### src/rtl/imm_gen_pipe_if.sv
`default_nettype none
// ============================================================================
//  Module   : imm_gen_pipe_if
//  Brief    : Handshake bundle for the immediate generator. The producer
//             side (fetch/decode) offers instructions. The consumer side
//             (execute) takes back sign-extended immediates.
//  Revision : 1.0  initial release
// ============================================================================
interface imm_gen_pipe_if #(
    parameter int N = 64
);
    // Instruction side
    logic          in_valid;
    logic          in_ready;
    logic [31:0]   in_instr;

    // Result side
    logic          out_valid;
    logic          out_ready;
    logic [N-1:0]  out_imm;
    logic [2:0]    out_fmt;
    logic          out_illegal;

    // Environment view: supplies instructions and consumes results
    modport master (
        output in_valid,
        output in_instr,
        output out_ready,
        input  in_ready,
        input  out_valid,
        input  out_imm,
        input  out_fmt,
        input  out_illegal
    );

    // Generator view
    modport slave (
        input  in_valid,
        input  in_instr,
        input  out_ready,
        output in_ready,
        output out_valid,
        output out_imm,
        output out_fmt,
        output out_illegal
    );
endinterface
`default_nettype wire

### src/rtl/imm_gen_pipe.sv
`default_nettype none
// ============================================================================
//  Module   : imm_gen_pipe
//  Brief    : Two-stage RV32/RV64 immediate generator. It decodes the I, S,
//             B, U and J formats from the 7-bit opcode, assembles the
//             immediate and sign-extends it to N bits. The pipeline uses
//             valid/ready flow control and has a synchronous flush.
//             S1 holds the instruction and its format code. S2 holds the
//             finished immediate.
//  Revision : 1.0  initial release
// ============================================================================
module imm_gen_pipe #(
    parameter int N = 64
) (
    input  wire logic        clk,
    input  wire logic        rst,
    input  wire logic        flush,
    imm_gen_pipe_if.slave    bus
);

    // ------------------------------------------------------------------------
    // Format codes presented on out_fmt
    // ------------------------------------------------------------------------
    localparam logic [2:0] c_fmt_i    = 3'd0;
    localparam logic [2:0] c_fmt_s    = 3'd1;
    localparam logic [2:0] c_fmt_b    = 3'd2;
    localparam logic [2:0] c_fmt_u    = 3'd3;
    localparam logic [2:0] c_fmt_j    = 3'd4;
    localparam logic [2:0] c_fmt_none = 3'd7;

    // Only RV32 and RV64 data widths are meaningful
    if (N != 32 && N != 64) begin : g_bad_n
        $error("imm_gen_pipe: N must be 32 or 64");
    end

    // ------------------------------------------------------------------------
    // Opcode to format decode. Every 7-bit opcode is compared in full, so
    // custom or reserved opcodes fall through to "none".
    // ------------------------------------------------------------------------
    function automatic logic [2:0] decode_fmt(input logic [6:0] opcode);
        logic [2:0] fmt;
        case (opcode)
            7'b0000011,              // loads
            7'b0010011,              // OP-IMM
            7'b0011011,              // OP-IMM-32
            7'b1100111,              // JALR
            7'b1110011: fmt = c_fmt_i; // SYSTEM
            7'b0100011: fmt = c_fmt_s; // stores
            7'b1100011: fmt = c_fmt_b; // branches
            7'b0110111,              // LUI
            7'b0010111: fmt = c_fmt_u; // AUIPC
            7'b1101111: fmt = c_fmt_j; // JAL
            default:    fmt = c_fmt_none;
        endcase
        return fmt;
    endfunction

    // ------------------------------------------------------------------------
    // Pipeline state. The opcode is reduced to the format code in S1, so only
    // instruction bits [31:7] need to be kept.
    // ------------------------------------------------------------------------
    logic          r_s1_valid;
    logic [31:7]   r_s1_instr;
    logic [2:0]    r_s1_fmt;

    logic          r_s2_valid;
    logic [N-1:0]  r_out_imm;
    logic [2:0]    r_out_fmt;
    logic          r_out_illegal;

    // ------------------------------------------------------------------------
    // Handshake. A stage advances when it is empty or its successor advances.
    // in_ready is combinational from out_ready, so a full pipeline accepts
    // again in the same cycle that the consumer takes a result.
    // ------------------------------------------------------------------------
    logic w_s2_adv;
    logic w_s1_adv;
    logic w_in_ready;
    logic w_in_fire;

    assign w_s2_adv   = !r_s2_valid || bus.out_ready;
    assign w_s1_adv   = !r_s1_valid || w_s2_adv;
    assign w_in_ready = w_s1_adv && !flush;
    assign w_in_fire  = bus.in_valid && w_in_ready;

    // ------------------------------------------------------------------------
    // Immediate assembly at width N. Each immediate is sign-extended from
    // instruction bit 31.
    // ------------------------------------------------------------------------
    logic          w_sign;
    logic [N-1:0]  w_imm_i;
    logic [N-1:0]  w_imm_s;
    logic [N-1:0]  w_imm_b;
    logic [N-1:0]  w_imm_u;
    logic [N-1:0]  w_imm_j;

    assign w_sign  = r_s1_instr[31];

    assign w_imm_i = {{(N-12){w_sign}}, r_s1_instr[31:20]};

    assign w_imm_s = {{(N-12){w_sign}}, r_s1_instr[31:25], r_s1_instr[11:7]};

    assign w_imm_b = {{(N-13){w_sign}}, r_s1_instr[31], r_s1_instr[7],
                      r_s1_instr[30:25], r_s1_instr[11:8], 1'b0};

    assign w_imm_j = {{(N-21){w_sign}}, r_s1_instr[31], r_s1_instr[19:12],
                      r_s1_instr[20], r_s1_instr[30:21], 1'b0};

    // At N=32 the U immediate already fills the word, so it needs no extension
    if (N == 32) begin : g_u_native
        assign w_imm_u = {r_s1_instr[31:12], 12'b0};
    end else begin : g_u_extend
        assign w_imm_u = {{(N-32){w_sign}}, r_s1_instr[31:12], 12'b0};
    end

    // Select the immediate for the S1 format code. Illegal opcodes give zero.
    logic [N-1:0] w_imm_sel;

    always_comb begin
        w_imm_sel = '0;
        case (r_s1_fmt)
            c_fmt_i: w_imm_sel = w_imm_i;
            c_fmt_s: w_imm_sel = w_imm_s;
            c_fmt_b: w_imm_sel = w_imm_b;
            c_fmt_u: w_imm_sel = w_imm_u;
            c_fmt_j: w_imm_sel = w_imm_j;
            default: w_imm_sel = '0;
        endcase
    end

    // S1: capture the instruction and its format whenever the stage advances.
    // Flush clears only the valid bit.
    always_ff @(posedge clk) begin
        if (rst) begin
            r_s1_valid <= 1'b0;
            r_s1_instr <= '0;
            r_s1_fmt   <= c_fmt_i;
        end else begin
            if (w_s1_adv) begin
                r_s1_instr <= bus.in_instr[31:7];
                r_s1_fmt   <= decode_fmt(bus.in_instr[6:0]);
                r_s1_valid <= w_in_fire;
            end
            if (flush) begin
                r_s1_valid <= 1'b0;
            end
        end
    end

    // S2: register the finished result. It holds while the consumer stalls.
    always_ff @(posedge clk) begin
        if (rst) begin
            r_s2_valid    <= 1'b0;
            r_out_imm     <= '0;
            r_out_fmt     <= c_fmt_i;
            r_out_illegal <= 1'b0;
        end else begin
            if (w_s2_adv) begin
                r_out_imm     <= w_imm_sel;
                r_out_fmt     <= r_s1_fmt;
                r_out_illegal <= (r_s1_fmt == c_fmt_none);
                r_s2_valid    <= r_s1_valid;
            end
            if (flush) begin
                r_s2_valid <= 1'b0;
            end
        end
    end

    // ------------------------------------------------------------------------
    // Outputs
    // ------------------------------------------------------------------------
    assign bus.in_ready    = w_in_ready;
    assign bus.out_valid   = r_s2_valid;
    assign bus.out_imm     = r_out_imm;
    assign bus.out_fmt     = r_out_fmt;
    assign bus.out_illegal = r_out_illegal;

endmodule
`default_nettype wire

### src/flat_wrapper.sv
// flat-port wrapper written by rule: the top's interface ports become plain ports
module imm_gen_pipe_flat 
#(
    parameter int N = 64
)
  (clk, rst, flush, bus_in_valid, bus_in_instr, bus_out_ready, bus_in_ready, bus_out_valid, bus_out_imm, bus_out_fmt, bus_out_illegal);
  imm_gen_pipe_if #(.N(N)) bus_i ();
  input  wire logic clk;
  input  wire logic rst;
  input  wire logic flush;
  input wire logic [$bits(bus_i.in_valid)-1:0] bus_in_valid;
  input wire logic [$bits(bus_i.in_instr)-1:0] bus_in_instr;
  input wire logic [$bits(bus_i.out_ready)-1:0] bus_out_ready;
  output wire logic [$bits(bus_i.in_ready)-1:0] bus_in_ready;
  output wire logic [$bits(bus_i.out_valid)-1:0] bus_out_valid;
  output wire logic [$bits(bus_i.out_imm)-1:0] bus_out_imm;
  output wire logic [$bits(bus_i.out_fmt)-1:0] bus_out_fmt;
  output wire logic [$bits(bus_i.out_illegal)-1:0] bus_out_illegal;
  assign bus_i.in_valid = bus_in_valid;
  assign bus_i.in_instr = bus_in_instr;
  assign bus_i.out_ready = bus_out_ready;
  assign bus_in_ready = bus_i.in_ready;
  assign bus_out_valid = bus_i.out_valid;
  assign bus_out_imm = bus_i.out_imm;
  assign bus_out_fmt = bus_i.out_fmt;
  assign bus_out_illegal = bus_i.out_illegal;
  imm_gen_pipe #(.N(N)) u_core (.clk(clk), .rst(rst), .flush(flush), .bus(bus_i));
endmodule
### config.mk
export PLATFORM = sky130hd
export DESIGN_NAME = imm_gen_pipe_flat
export DESIGN_NICKNAME = d
export VERILOG_FILES = /design/src/rtl/imm_gen_pipe_if.sv /design/src/rtl/imm_gen_pipe.sv /design/src/flat_wrapper.sv
export SDC_FILE = /design/constraint.sdc
export NUM_CORES = 1
export LEC_CHECK = 0
export ABC_AREA = 1
export BUFFER_PORTS_ARGS = -buffer_cell sky130_fd_sc_hd__clkbuf_2
export CAP_MARGIN = 15
export CORE_AREA = 2 2 86 88
export CTS_CLUSTER_SIZE = 28
export DETAILED_ROUTE_END_ITERATION = 8
export DIE_AREA = 0 0 88 90
export PLACE_DENSITY = 0.85
export SETUP_SLACK_MARGIN = 0.2
export SYNTH_ARGS = -nofsm -noshare
export SYNTH_HDL_FRONTEND = slang
export SYNTH_SLANG_ARGS = --single-unit
### constraint.sdc
create_clock -name clk -period 1.2 [get_ports clk]
set_input_delay 0.06 -clock clk [delete_from_list [all_inputs] [get_ports clk]]
set_output_delay 0.06 -clock clk [all_outputs]
set_load 0.01 [all_outputs]
* Word-level counts from Yosys, hierarchy flattened
Index checks and enable logic that the tools add are counted.
** Cells by class
- Mux-type cells :: 2
- Reductions and logical operators :: 11
- Equality and inequality tests :: 15
** Operators by type and width (count)
- one-hot mux 64 bit (5 select lines) :: 1
- equality test 7 bit, second input constant :: 4
- equality test 7 x 5 -> 1 bit, second input constant :: 3
- one-hot mux 3 bit (5 select lines) :: 1
- equality test 7 x 6 -> 1 bit, second input constant :: 2
- equality test 7 x 2 -> 1 bit, second input constant :: 1
- equality test 3 x 2 -> 1 bit, second input constant :: 2
- equality test 3 bit, second input constant :: 2
- OR reduction 5 bit :: 1
- OR reduction 2 bit :: 2
- equality test 3 x 1 -> 1 bit, second input constant :: 1
- zero test 1 bit :: 3
- zero test 3 bit :: 1
- logical AND 1 bit :: 2
- logical OR 1 bit :: 2
** Storage, ports and cells
- Input port bits :: 37
- Output and inout port bits :: 70
- Register bits :: 98

* Longest topological paths before layout
- Word-level depth :: 5
- Mapped depth :: 9

* Worst setup path after synthesis
No wires, ideal clock.
- Kind :: flip-flop to flip-flop
- Start point :: register u_core.r_s2_valid, in the netlist u_core.bus.out_valid
- End point :: register u_core.r_s1_instr[14] in the netlist's numbering
- Path slack :: -0.066 ns
- Path buffers :: 1
- Period minus slack after synthesis :: 1.266 ns
- Data arrival time :: 1.196 ns
- Stages on the path, launching flop included :: 8
- Path through :: dfxtp_1 -> inv_1 -> nor2_4 -> nand2_1 -> inv_2 -> buf_2 -> nand2_1 -> a21oi_1
** Between the ends
- Word-level cells in the longest chain between the ends :: 3
** RTL lines
- start, declared :: RTL line imm_gen_pipe.sv:66 : logic r_s2_valid;
- start signal, assigned :: RTL line imm_gen_pipe.sv:162 : r_s2_valid <= r_s1_valid;
- zero test 1 bit :: RTL line imm_gen_pipe.sv:81 : assign w_s2_adv = !r_s2_valid || bus.out_ready;
- logical OR 1 bit :: RTL line imm_gen_pipe.sv:81
- logical OR 1 bit :: RTL line imm_gen_pipe.sv:82 : assign w_s1_adv = !r_s1_valid || w_s2_adv;
- end signal, assigned :: RTL line imm_gen_pipe.sv:140 : r_s1_instr <= bus.in_instr[31:7];
- end, declared :: RTL line imm_gen_pipe.sv:63 : logic [31:7] r_s1_instr;
No other way between the ends.
A chain may end at the register's enable or synchronous reset.

* Worst setup path after layout
- Start point :: register u_core.r_s1_fmt[0]
- End point :: register u_core.r_out_imm[10], in the netlist u_core.bus.out_imm[10]
** Between the ends
- Word-level cells in the longest chain between the ends :: 2
** RTL lines
- start, declared :: RTL line imm_gen_pipe.sv:64 : logic [2:0] r_s1_fmt;
- start signal, assigned :: RTL line imm_gen_pipe.sv:137 : r_s1_fmt <= c_fmt_i;
- start signal, assigned :: RTL line imm_gen_pipe.sv:141 : r_s1_fmt <= decode_fmt(bus.in_instr[6:0]);
- equality test 3 bit (tied with other cells) :: RTL line imm_gen_pipe.sv:121 : case (r_s1_fmt)
- one-hot mux 64 bit (5 select lines) * :: RTL line imm_gen_pipe.sv:121
- end signal, assigned :: RTL line imm_gen_pipe.sv:159 : r_out_imm <= w_imm_sel;
- end, declared :: RTL line imm_gen_pipe.sv:67 : logic [N-1:0] r_out_imm;
Mark *: on every way between the ends. The rest lies on a longest branch, timed or not.

==> flow_metrics.tcl <==
set metrics [dict create \
    status "finished with violations" \
    violations "setup timing" \
    fin_skew_ns 0.00809 \
    place_congestion 0.804 \
    drc 0 \
    first_iter_violations 313 \
    syn_area_per_cell_um2 7.07 \
    final_area_um2 5510 \
    finalMaxSlewViolations 0 \
    grt_pass1_wl_mm 15.4 \
    dpl_cell_area_um2 3540 \
    overflow 0 \
    yosysTopAreaCellShare_pct 43.2 \
    mostFrequentLayoutCells "nand2_1, clkbuf_2, dfxtp_1, buf_6, a21oi_2" \
    fin_crit_sh_pct 118 \
    vias 3693 \
    startpoint "u_core.r_s1_fmt[0]" \
    startpoint_type "flop" \
    power_density_nw_per_um2 1020 \
    ctsRootBufferMaster "clkbuf_8" \
    internal-power_uw 4000 \
    hold_start "flush" \
    die_w_um 88 \
    drtAntennaViolNets 0 \
    slowest_stage "dfxtp_4" \
    synth_top_area_cell "dfxtp_1" \
    die_h_um 90 \
    cts_buffer_depth 2 \
    viasPerCell 5.46 \
    mostFrequentLayoutCell "nand2_1" \
    p_sw_share_pct 28.8 \
    setup_viol 59 \
    die_area_um2 7920 \
    arrival_ns 1.69 \
    cpLargestDelayFamily "simple AND/OR/NAND/NOR gates" \
    cts-buffers-inserted 9 \
    syn_inst 433 \
    busiest_layer "met2" \
    met2_usage_pct 44.2 \
    fill_cells 388 \
    initial_core_util_pct 43.6 \
    antenna_found_initial 0 \
    num_rows 31 \
    cp_max_fo 7 \
    core-area_um2 7020 \
    ys_warn_count 0 \
    worst_slew_pin_slew_ns 0.498 \
    crit_top_cell "nor2_4" \
    p_seq_share_pct 43.2 \
    hold_class "in -> reg" \
    grtUsageTotal_pct 24.7 \
    met1_usage_pct 28.5 \
    hold_violations 0 \
    cts_tree "yes" \
    cts-htree-levels 3 \
    comb_power_share_pct 19.4 \
    ir_worst_vdd_mv 1.13 \
    wl_per_cell_um 18.9 \
    diodes 0 \
    ios 107 \
    synthTopCellsByArea "dfxtp_1, nand2_1, a21oi_1" \
    cp_cell_sequence "nor2_4 > buf_6 > nor2_4 > nor2_4 > nand3_2 > a21oi_1" \
    drive_gt1_share_pct 55.3 \
    finalCriticalPeriod_ns 1.42 \
    leakage_uw 0.00258 \
    first_pass_iters 5 \
    maxSlewHeadroom_pct 66.8 \
    synth-seq-area-share_pct 43.2 \
    crit_path_max_incr_delay_ns 0.38 \
    synthesis.area_um2 3060 \
    place_hpwl_mm 5.28 \
    synth-seq-cells 66 \
    critPathCaptureType "flop" \
    max-cap-violations 0 \
    synth_nets 470 \
    r2r-start "u_core.r_s1_fmt[0]" \
    switching_power_uw 1620 \
    ys_types 21 \
    fmax_ghz 0.705 \
    post-route-worst-setup-slack_ns -0.218 \
    area_growth_pct 80.2 \
    pwr-share-clk_pct 37.4 \
    port_buffers 106 \
    use_met3_pct 5.05 \
    clk_pin_slew_ns 0.08 \
    crit_type "reg -> reg" \
    grt_max_degree 34 \
    required_ns 1.48 \
    final_nets 609 \
    path_buf_inv 1 \
    wl_mm 12.8 \
    cts_num_sinks 66 \
    first_global_vias 3259 \
    clkLatencyLatePin_ns 0.35 \
    post-place-ws_ns -0.0753 \
    finalPower_uw 5610 \
    rsz0062_at_grt "yes" \
]
[cells in the mapped netlist (all sizes together)]
library cell,count
nand4,3
clkbuf,13
a21oi,66
nand3,23
nand2,175
o21ai,7
nor2,21
inv,17
buf,41
dfxtp,66
a31oi,1
[timing repair]
action                     CTS  global route
pin swaps                   34            54
hold endpoints to repair    26             0
gates cloned                 8             7
hold buffers                26             0
buffers inserted            14             6
resized for setup          101           188
setup endpoints to repair   99           101
[flip-flops by register name, summed over array words and instances (netlist names)]
name,flops
u_core.r_s1_instr,25
u_core.bus.out_fmt,3
u_core.r_s1_fmt,3
u_core.bus.out_illegal,1
u_core.bus.out_imm,32
u_core.bus.out_valid,1
u_core.r_s1_valid,1
[worst reg2reg max path: stages, from the launching register on]
cell and delay [ns]:
dfxtp_4 0.38, nor2_4 0.20, buf_6 0.15, nor2_4 0.04, nor2_4 0.26, nand3_2 0.12, a21oi_1 0.19
[per-layer routing]
metal	routed length, µm	share of wire, %
met2	6510	51
met5	0	0
met1	4580	36
met4	715	5.6
met3	976	7.6
[worst paths after layout]
kind | slack [ns] | depth (start not counted) | endpoint
min | 0.08 | 4 | u_core.r_s1_valid
max reg2reg | -0.22 | 6 | u_core.bus.out_imm[10]
max | -0.22 | 6 | u_core.bus.out_imm[10]
min reg2reg | 0.47 | 2 | u_core.bus.out_imm[5]
[cell type report]
type	count	area (µm²)	share of cell area (%)
inverters	17	121	2.20
well taps	99	124	2.25
repair buffers	178	1720	31.1
repair inverters	3	41.3	0.749
multi-input cells	297	1950	35.4
clock inverters	6	91.3	1.66
flip-flops and latches	66	1340	24.3
clock buffers	10	128	2.32
[power by group through the flow]
stage,Clock [µW],Sequential [µW],Combinational (µW)
detailed placement,0,2440,620
finish,2100,2430,1090
floorplan,0,2460,390
global route,2200,2430,1150
global placement,0,2440,604
CTS,2080,2410,823
[per-stage QoR]
| stage | std cells | hold WS [ns] | utilization (%) | setup TNS [ns] |
|---|---|---|---|---|
| after floorplan | 433 | 0.191 | - | 0 |
| after global placement | 599 | 0.285 | 50.4 | -0.0424 |
| after detailed placement | 599 | 0.300 | 50.4 | -0.578 |
| after CTS | 663 | 0.0214 | 66.2 | -1.19 |
| after global routing | 676 | 0.0887 | 78.5 | -6.52 |
| final | 676 | 0.0792 | 78.5 | -4.89 |
[cell families after synthesis]
group / Yosys count / share of synthesized area, %
simple gates: 222 / 30.4
compound gates: 74 / 12.6
buf+inv: 71 / 13.8
flops: 66 / 43.2
Power figures use the tool's default switching activity.
